`src/rtl/link_tx_arbiter_if.sv`:
```
// Request/link/credit bundle between the requesters, the tx arbiter and the serializer.
interface link_tx_arbiter_if #(
  parameter int NUM_REQ = 4,
  parameter int DATA_W  = 8,
  parameter int CREDITS = 4
);
  localparam int CW = $clog2(CREDITS + 1);

  logic [NUM_REQ-1:0]        req_valid;
  logic [NUM_REQ*DATA_W-1:0] req_data;
  logic [NUM_REQ-1:0]        req_ready;
  logic                      link_valid;
  logic [DATA_W-1:0]         link_data;
  logic [2:0]                link_src;
  logic                      link_ready;
  logic                      credit_ret;
  logic                      flush;
  logic                      flush_done;
  logic [CW-1:0]             credit_cnt;
  logic                      credit_err;

  modport master (
    output req_valid, req_data, link_ready, credit_ret, flush,
    input  req_ready, link_valid, link_data, link_src, flush_done, credit_cnt, credit_err
  );

  modport slave (
    input  req_valid, req_data, link_ready, credit_ret, flush,
    output req_ready, link_valid, link_data, link_src, flush_done, credit_cnt, credit_err
  );
endinterface

```
`src/rtl/link_tx_arbiter.sv`:
```
// Credit-gated tx byte arbiter, round-robin (fixed priority with LINK_TX_ARBITER_FIXED_PRIO_EN), with flush drain.
// Latency req_valid->link_valid 1 cycle, 1 byte/cycle peak; byte held until link_ready, req_ready low at zero credits.
module link_tx_arbiter #(
  parameter int NUM_REQ = 4,
  parameter int DATA_W  = 8,
  parameter int CREDITS = 4
) (
  input logic          clk,
  input logic          rst,
  link_tx_arbiter_if.slave bus
);
  localparam int CW = $clog2(CREDITS + 1);
  localparam logic [CW-1:0] CRED_MAX = CW'(CREDITS);

  typedef enum logic [1:0] {IDLE, SEND, DRAIN} state_e;

  state_e            state_q, state_d;
  logic              link_valid_q, link_valid_d;
  logic [DATA_W-1:0] link_data_q, link_data_d;
  logic [2:0]        link_src_q, link_src_d;
  logic [CW-1:0]     credit_q, credit_d;
  logic              credit_err_q, credit_err_d;
  logic              flush_done_q, flush_done_d;

  logic [DATA_W-1:0] data_arr [8];
  logic              win_found;
  logic [2:0]        win_idx;
  logic              grant;

  always_comb begin
    for (int i = 0; i < 8; i++) data_arr[i] = '0;
    for (int i = 0; i < NUM_REQ; i++) data_arr[i] = bus.req_data[i*DATA_W +: DATA_W];
  end

`ifdef LINK_TX_ARBITER_FIXED_PRIO_EN
  always_comb begin
    win_found = 1'b0;
    win_idx   = '0;
    // Scan downward so the lowest valid index is the last one written.
    for (int k = NUM_REQ - 1; k >= 0; k--) begin
      if (bus.req_valid[k]) begin
        win_found = 1'b1;
        win_idx   = 3'(k);
      end
    end
  end
`else
  localparam logic [2:0] LAST = 3'(NUM_REQ - 1);
  logic [2:0] rr_ptr_q, rr_ptr_d;
  logic [2:0] cand;
  logic [7:0] vld_pad;

  always_comb begin
    vld_pad = '0;
    vld_pad[NUM_REQ-1:0] = bus.req_valid;
    win_found = 1'b0;
    win_idx   = '0;
    cand      = rr_ptr_q;
    for (int k = 0; k < NUM_REQ; k++) begin
      cand = (cand == LAST) ? 3'd0 : cand + 3'd1;
      if (!win_found && vld_pad[cand]) begin
        win_found = 1'b1;
        win_idx   = cand;
      end
    end
  end
`endif

  assign grant = ((state_q == IDLE) || (state_q == SEND && bus.link_ready)) &&
                 !bus.flush && (credit_q != '0) && win_found;

  always_comb begin
    bus.req_ready = '0;
    for (int i = 0; i < NUM_REQ; i++) begin
      if (grant && win_idx == 3'(i)) bus.req_ready[i] = 1'b1;
    end
  end

  always_comb begin
    state_d      = state_q;
    link_valid_d = link_valid_q;
    link_data_d  = link_data_q;
    link_src_d   = link_src_q;
    credit_d     = credit_q;
    credit_err_d = credit_err_q;
    flush_done_d = 1'b0;
`ifndef LINK_TX_ARBITER_FIXED_PRIO_EN
    rr_ptr_d     = rr_ptr_q;
`endif

    if (grant) begin
      state_d      = SEND;
      link_valid_d = 1'b1;
      link_data_d  = data_arr[win_idx];
      link_src_d   = win_idx;
`ifndef LINK_TX_ARBITER_FIXED_PRIO_EN
      rr_ptr_d     = win_idx;
`endif
    end else begin
      case (state_q)
        IDLE: if (bus.flush) state_d = DRAIN;
        SEND: begin
          if (bus.link_ready) begin
            link_valid_d = 1'b0;
            state_d      = bus.flush ? DRAIN : IDLE;
          end
        end
        DRAIN: begin
          // Every credit back means the downstream buffer is empty.
          if (credit_q == CRED_MAX) begin
            flush_done_d = 1'b1;
            state_d      = IDLE;
          end
        end
        default: state_d = IDLE;
      endcase
    end

    if (grant && !bus.credit_ret) begin
      credit_d = credit_q - CW'(1);
    end else if (!grant && bus.credit_ret) begin
      if (credit_q == CRED_MAX) credit_err_d = 1'b1;
      else                      credit_d     = credit_q + CW'(1);
    end
  end

  always_ff @(posedge clk) begin
    if (rst) begin
      state_q      <= IDLE;
      link_valid_q <= 1'b0;
      link_data_q  <= '0;
      link_src_q   <= '0;
      credit_q     <= CRED_MAX;
      credit_err_q <= 1'b0;
      flush_done_q <= 1'b0;
`ifndef LINK_TX_ARBITER_FIXED_PRIO_EN
      rr_ptr_q     <= LAST;
`endif
    end else begin
      state_q      <= state_d;
      link_valid_q <= link_valid_d;
      link_data_q  <= link_data_d;
      link_src_q   <= link_src_d;
      credit_q     <= credit_d;
      credit_err_q <= credit_err_d;
      flush_done_q <= flush_done_d;
`ifndef LINK_TX_ARBITER_FIXED_PRIO_EN
      rr_ptr_q     <= rr_ptr_d;
`endif
    end
  end

  assign bus.link_valid = link_valid_q;
  assign bus.link_data  = link_data_q;
  assign bus.link_src   = link_src_q;
  assign bus.credit_cnt = credit_q;
  assign bus.credit_err = credit_err_q;
  assign bus.flush_done = flush_done_q;

  a_credit_range: assert property (@(posedge clk) disable iff (rst) credit_q <= CRED_MAX);
  a_no_underflow: assert property (@(posedge clk) disable iff (rst) !(grant && credit_q == '0));
endmodule

```
`src/flat_wrapper.sv`:
```
// flat-port wrapper written by rule: the top's interface ports become plain ports
module link_tx_arbiter_flat 
#(
  parameter int NUM_REQ = 4,
  parameter int DATA_W  = 8,
  parameter int CREDITS = 4
)
  (clk, rst, bus_req_valid, bus_req_data, bus_link_ready, bus_credit_ret, bus_flush, bus_req_ready, bus_link_valid, bus_link_data, bus_link_src, bus_flush_done, bus_credit_cnt, bus_credit_err);
  link_tx_arbiter_if #(.NUM_REQ(NUM_REQ), .DATA_W(DATA_W), .CREDITS(CREDITS)) bus_i ();
  input logic clk;
  input logic rst;
  input wire logic [$bits(bus_i.req_valid)-1:0] bus_req_valid;
  input wire logic [$bits(bus_i.req_data)-1:0] bus_req_data;
  input wire logic [$bits(bus_i.link_ready)-1:0] bus_link_ready;
  input wire logic [$bits(bus_i.credit_ret)-1:0] bus_credit_ret;
  input wire logic [$bits(bus_i.flush)-1:0] bus_flush;
  output wire logic [$bits(bus_i.req_ready)-1:0] bus_req_ready;
  output wire logic [$bits(bus_i.link_valid)-1:0] bus_link_valid;
  output wire logic [$bits(bus_i.link_data)-1:0] bus_link_data;
  output wire logic [$bits(bus_i.link_src)-1:0] bus_link_src;
  output wire logic [$bits(bus_i.flush_done)-1:0] bus_flush_done;
  output wire logic [$bits(bus_i.credit_cnt)-1:0] bus_credit_cnt;
  output wire logic [$bits(bus_i.credit_err)-1:0] bus_credit_err;
  assign bus_i.req_valid = bus_req_valid;
  assign bus_i.req_data = bus_req_data;
  assign bus_i.link_ready = bus_link_ready;
  assign bus_i.credit_ret = bus_credit_ret;
  assign bus_i.flush = bus_flush;
  assign bus_req_ready = bus_i.req_ready;
  assign bus_link_valid = bus_i.link_valid;
  assign bus_link_data = bus_i.link_data;
  assign bus_link_src = bus_i.link_src;
  assign bus_flush_done = bus_i.flush_done;
  assign bus_credit_cnt = bus_i.credit_cnt;
  assign bus_credit_err = bus_i.credit_err;
  link_tx_arbiter #(.NUM_REQ(NUM_REQ), .DATA_W(DATA_W), .CREDITS(CREDITS)) u_core (.clk(clk), .rst(rst), .bus(bus_i));
endmodule
```
`config.mk`:
```
export PLATFORM = sky130hd
export DESIGN_NAME = link_tx_arbiter_flat
export DESIGN_NICKNAME = d
export VERILOG_FILES = /design/src/rtl/link_tx_arbiter_if.sv /design/src/rtl/link_tx_arbiter.sv /design/src/flat_wrapper.sv
export SDC_FILE = /design/constraint.sdc
export NUM_CORES = 1
export LEC_CHECK = 0
export BUFFER_PORTS_ARGS = -buffer_cell sky130_fd_sc_hd__buf_2
export CAP_MARGIN = 20
export CORE_MARGIN = 3
export CORE_UTILIZATION = 30
export CTS_CLUSTER_DIAMETER = 50
export DETAILED_ROUTE_END_ITERATION = 7
export GPL_TIMING_DRIVEN = 0
export PLACE_DENSITY = 0.53
export SLEW_MARGIN = 20
export SYNTH_ARGS = -nofsm -noshare
export SYNTH_HDL_FRONTEND = slang
export SYNTH_SLANG_ARGS = --single-unit
```
`constraint.sdc`:
```
create_clock -name clk -period 11.2 [get_ports clk]
set_input_delay 2.24 -clock clk [delete_from_list [all_inputs] [get_ports clk]]
set_output_delay 2.24 -clock clk [all_outputs]
set_load 0.02 [all_outputs]
```
# Word level (Yosys, flattened, before mapping)

Index checks and enable logic that the tools add are counted.

Word-level logic and storage cells: 113
Input bits: 41
Register bits after elaboration: 22

Mux-type cells: 40
Magnitude comparators: 5
Reductions and logical operators: 33
Equality and inequality tests: 17
Add/sub/neg operators: 6
Bitwise logic cells: 3

Operator list:

| kind                                                      | number |
|---|---|
| two-way mux 3 bit                                         | 11 |
| binary-select mux 8 bit (select 3 bit)                    | 1 |
| equality test 3 x 2 -> 1 bit (second input constant)      | 6 |
| two-way mux 1 bit                                         | 17 |
| < comparator 3 x 4 -> 1 bit (second input constant)       | 4 |
| two-way mux 8 bit                                         | 2 |
| adder 3 x 1 -> 3 bit (second input constant)              | 5 |
| logical AND 1 bit                                         | 13 |
| binary-select mux 1 bit (select 3 bit)                    | 4 |
| AND reduction 3 bit                                       | 3 |
| two-way mux 2 bit                                         | 4 |
| logical NOT 1 bit                                         | 6 |
| inequality test 2 bit (second input constant)             | 3 |
| inequality test 3 x 2 -> 1 bit (second input constant)    | 2 |
| one-hot mux 2 bit (3 select lines)                        | 1 |
| nonzero test 2 bit                                        | 3 |
| greater-or-equal comparator 4 bit (second input constant) | 1 |
| NOT 3 -> 4 bit                                            | 1 |
| AND reduction 2 bit                                       | 2 |
| equality test 3 x 1 -> 1 bit (second input constant)      | 1 |
| equality test 3 bit (second input constant)               | 1 |
| logical NOT 3 bit                                         | 1 |
| inequality test 3 x 1 -> 1 bit (second input constant)    | 1 |
| nonzero test 3 bit                                        | 1 |
| 9 further kinds                                           | 10 |

# Depth between registers and ports, before layout

Depth in word-level cells: 19
Gate-level depth with buffers: 19
Mapped depth without buffers: 18

# Least setup slack after synthesis

Ideal clock, no wire load.

Path type: input port to output port
Start: input bus_req_valid[2]
End: output bus_req_ready[2]
Required time: 8,960 ps
Stages: 9
Slack: 5,138 ps
Arrival: 3,822 ps
Path buffers: 1
Cells stage by stage: mux2i_1 > nand2_1 > maj3_2 > and2_4 > o21bai_1 > mux2i_1 > buf_4 > and2_1 > and2b_1

Longest elaborated chain between the ends: 15
Elaborated cells between the ends (all ways): 26
Classes of those cells: eq/ne (1); mux (17); reduce/logical (8)

Ends and longest elaborated chain:

| element                                                           | RTL line                                     | source |
|---|---|---|
| start: declaration                                                | flat_wrapper.sv:12                           | `input wire logic [$bits(bus_i.req_valid)-1:0] bus_req_valid;` |
| binary-select mux 1 bit (select 3 bit)                            | link_tx_arbiter.sv:61                        | `if (!win_found && vld_pad[cand]) begin` |
| two-way mux 1 bit (implied by the code)                           | link_tx_arbiter.sv:61                        |  |
| two-way mux 1 bit                                                 | link_tx_arbiter.sv:61                        |  |
| logical NOT 1 bit                                                 | link_tx_arbiter.sv:61                        |  |
| logical AND 1 bit                                                 | link_tx_arbiter.sv:61                        |  |
| two-way mux 1 bit                                                 | link_tx_arbiter.sv:61                        |  |
| logical NOT 1 bit                                                 | link_tx_arbiter.sv:61                        |  |
| logical AND 1 bit                                                 | link_tx_arbiter.sv:61                        |  |
| two-way mux 1 bit                                                 | link_tx_arbiter.sv:61                        |  |
| logical NOT 1 bit                                                 | link_tx_arbiter.sv:61                        |  |
| logical AND 1 bit                                                 | link_tx_arbiter.sv:61                        |  |
| two-way mux 3 bit or two-way mux 1 bit (tied branches)            | link_tx_arbiter.sv:61                        |  |
| equality test 3 x 2 -> 1 bit or logical AND 1 bit (tied branches) | link_tx_arbiter.sv:75, link_tx_arbiter.sv:70 |  |
| logical AND 1 bit *                                               | link_tx_arbiter.sv:75                        | `if (grant && win_idx == 3'(i)) bus.req_ready[i] = 1'b1;` |
| two-way mux 1 bit *                                               | link_tx_arbiter.sv:75                        |  |
| end: declaration                                                  | flat_wrapper.sv:17                           | `output wire logic [$bits(bus_i.req_ready)-1:0] bus_req_ready;` |

Every way passes the cells marked *; elsewhere a longest branch is shown, timed or not. The select of a mux whose other input is x is not followed.

# Worst setup path after layout

Same ends and word-level chain as after synthesis.

==> metrics.md <==
| Metric | Value |
|---|---|
| Status | finished clean |
| Fin Hold WS | approximately 0.46 ns |
| Maximum clock frequency | around 160 MHz |
| Setup Crit Path Kind | primary input to primary output |
| Min-Delay Path Class | flop to flop |
| Final TNS setup | 0 ns |
| Synth Area in Adders | approximately 5.9% |
| Mapped cell area | approximately 1600 sq um |
| CTS Sinks | 21 |
| Remaining antenna violation count after routing | 0 |
| Leading area contributor after synthesis | dfxtp_1 |
| Skew-Pair Late Insertion Delay | 0.27 ns |
| Post-Syn Nets | 222 |
| Area Growth Syn to Fin | 27.47% |
| R2R Path End | u_core.bus.credit_cnt[2]$_SDFFE_PP1P_ |
| ANT cells | 0 |
| Yosys top cell area share | 26.37% |
| TritonCTS buffer count | 3 |
| Post-synthesis compound-gate area fraction | approximately a quarter |
| Fin util | 41.38% |
| DP HPWL | between 3 and 4 mm |
| Vias in the first global route | 1,335 |
| Largest net degree at the start of global routing | 14 |
| Most frequent cell after synthesis | dfxtp_1 |
| Largest cells by area after synthesis | dfxtp_1 (26%), mux2i_1 (12%), o221ai_2 (7.5%), nand3b_1 (4.7%), a21oi_1 (4.1%) |
| Std cell rows | 25 |
| CTS H-Tree Depth | 1 |
| Worst vdd ir | 0.1063 mV |
| Root Buffer | clkbuf_8 |
| LEAKAGE | 0.0009853 uW |
| Hold Crit Start | u_core.bus.link_src[1]$_SDFFE_PP0P_ |
| WP buf/inv | 3 |
| Number of flops mapped to enable cells by yosys | 0 |
| CTS-repair resized insts | 0 |
| Cell Chain, Critical Path | buf_2 -> mux2i_1 -> nand2_1 -> maj3_2 -> and2_4 -> o21bai_1 -> mux2i_1 -> buf_4 -> and2_1 -> and2b_1 -> buf_2 |
| Synth cell types | 55 |
| Largest family of logic cells by synthesized area | compound AO/OA/AOI/OAI gates |
| Final Critical Period | around 6.4 ns |
| Total GRT Usage | 13.05% |
| Via count | 1,493 |
| Fin. Hold Viols | 0 |
| Critical Path RT | 8.96 ns |
| Max-cap violations | 0 |
| CORE AREA | 4911 sq um |
| Share of synthesized area spent on multiplexers | between 10% and 20% |
| WL final | about 4.1 mm |
| Crit. End Element | primary output |
| Final Skew | about 0.0096 ns |
| Die Ht | slightly below 80 um |
| RSZ-0062 raised after global routing | false |
| Post-DR wirelength/cell | 13.44 um |
| Worst reg2reg path depth | 17 |
| Placer Congestion | ~0.79 |
| Initial antenna violation count | 0 |
| Ratio of cells with drive above 1 in the final layout | 40.00% |
| CTS max path bufs | 2 |
| NumNets Final | 288 |
| Worst path top cell family by delay | simple AND/OR/NAND/NOR gates |
| Period utilization | 57.58% |
| R2R Setup Slk | approximately 7.1 ns |
| CP max-delay cell | maj3_2 |
| Power per cell area | ~220 nW/um^2 |
| Worst EP arrival | roughly 4.2 ns |
| Pre-antenna DRT Iters | 4 |
| Synth Area in Simple Gates | 22.21% |
| Die ar. | 6224 sq um |
| Reg-to-Reg Start | u_core.rr_ptr_q[1]$_SDFFE_PP1P_ |
| Top FF cell, synth | dfxtp_1 |
| Post-Syn Instances | ~180 |
| CP max stage delay | 0.34 ns |
| Port Buffer Count | around 60 |
| Nature of the critical path startpoint | primary input |
| Register bit total from synthesis | 21 |
| First-pass GRT wire length | 6.458 mm |
| Vias per std cell | 4.863 |
| Horiz. Die Dim | 78.90 um |
| Synth Area per Inst | 9.109 sq um |
| Critical path fanouts, max | 10 |
| Cts hold-fix bufs | 0 |
| Slew Limit Fails | 0 |
| Clk slew on worst S/H paths | roughly 0.080 ns |
| Synth warn | 0 |
| DRC violations left | 0 |
| Post-synth top cells | dfxtp_1 (21), mux2i_1 (19), a21oi_1 (13) |
| TritonCTS clock tree | done |
| Pwr Total | 441.9 uW |
| Slew @ Worst Pin | ~0.86 ns |
| Total grt overflow | 0 |
| Final setup viols | 0 |
| Hold endpoint | u_core.bus.link_src[1]$_SDFFE_PP0P_ |
| Starting Density | 32.46% |
| # IOs | 62 |
| Asr flop ratio synth | 0% |
| Register area share after synthesis | 26.37% |
| Post-CTS Setup Bufs | 0 |
| Starting DRT DRC Count | 83 |
| XOR/XNOR Fraction of Synth Area | 0% |
| Hold path depth | 2 |
| Slew HR | 41.45% |
registers in the layout, summed over array words and instances (netlist names):
| register | cells |
|---|---|
| u_core.bus.credit_cnt | 3 |
| u_core.bus.credit_err | 1 |
| u_core.bus.flush_done | 1 |
| u_core.bus.link_data | 8 |
| u_core.bus.link_src | 3 |
| u_core.bus.link_valid | 1 |
| u_core.rr_ptr_q | 2 |
| u_core.state_q | 2 |
cells in the final DEF, fill, tap and decap left out, drive strengths merged, types with 2 or more instances in the layout:
cell / synthesis / final
and3: 4 / 4
a21oi: 13 / 13
o21ai: 3 / 3
a211oi: 2 / 2
and2: 3 / 3
dfxtp: 21 / 21
nor3: 5 / 5
nand2: 10 / 10
buf: 8 / 69
nand2b: 2 / 2
mux2i: 19 / 19
nor2: 12 / 12
clkbuf: 3 / 6
ha: 5 / 5
or2: 2 / 2
or3: 2 / 2
a2bb2oi: 2 / 2
o221ai: 9 / 9
nand3b: 10 / 10
or3b: 2 / 2
o21bai: 2 / 2
inv: 12 / 12
nor2b: 3 / 3
mux2: 2 / 2
metal layers:
layer / GRT usage (%) / up-vias / wire, um
met5: 0 / - / 0
met4: 3.093 / 0 / 40
met3: 3.401 / 5 / 193
met2: 20.88 / 36 / 1939
met1: 17.56 / 680 / 1951
li1: - / 772 / -
stage by stage:
step | instance area [sq um] | cells | setup slack (ns)
after floorplan | 1594 | 175 | 5.138
after detailed placement | 1983 | 303 | 4.754
after CTS | 2032 | 307 | 4.746
final | 2032 | 307 | 4.752
after global placement | 1983 | 303 | 4.758
after global routing | 2032 | 307 | 4.490
worst min-delay path: cells and delay by family (launching register included):
family             cells  cell delay, ns
DFF                    1            0.31
AOI/OAI and AO/OA      1            0.05
and+or+nand+nor        1            0.05
logic make-up after synthesis:
logic type / count (synthesis)
DFF: 21
AOI/OAI and AO/OA: 43
muxes: 21
adders and majority gates: 7
buffers and inverters: 23
and+or+nand+nor: 60
area by class of cell:
class	instances	area, sq um
Buffer	11	81.33
Clock buffer	3	41.29
Clock inverter	1	7.507
Fill cell	523	2879
Inverter	12	45.04
Multi-Input combinational cell	131	1047
Sequential cell	21	420.4
Tap cell	67	83.83
Timing Repair Buffer	61	305.3
power by group:
part / total, uW / switching (uW) / internal, uW
registers: 107 / 12.4 / 94.5
clock network: 53.2 / 28.0 / 25.2
logic: 282 / 160 / 121
how the worst max path moves through the flow:
stage / slack, ns / startpoint / depth (start not counted) / to
after floorplan: 5.14 / bus_req_valid[2] / 9 / bus_req_ready[2]
after global placement: 4.76 / bus_req_valid[2] / 11 / bus_req_ready[2]
after detailed placement: 4.75 / bus_req_valid[2] / 11 / bus_req_ready[2]
after CTS: 4.75 / bus_req_valid[2] / 11 / bus_req_ready[2]
after global routing: 4.49 / bus_req_valid[2] / 11 / bus_req_ready[2]
final: 4.75 / bus_req_valid[2] / 11 / bus_req_ready[2]
(Power assumes the default switching activity.)
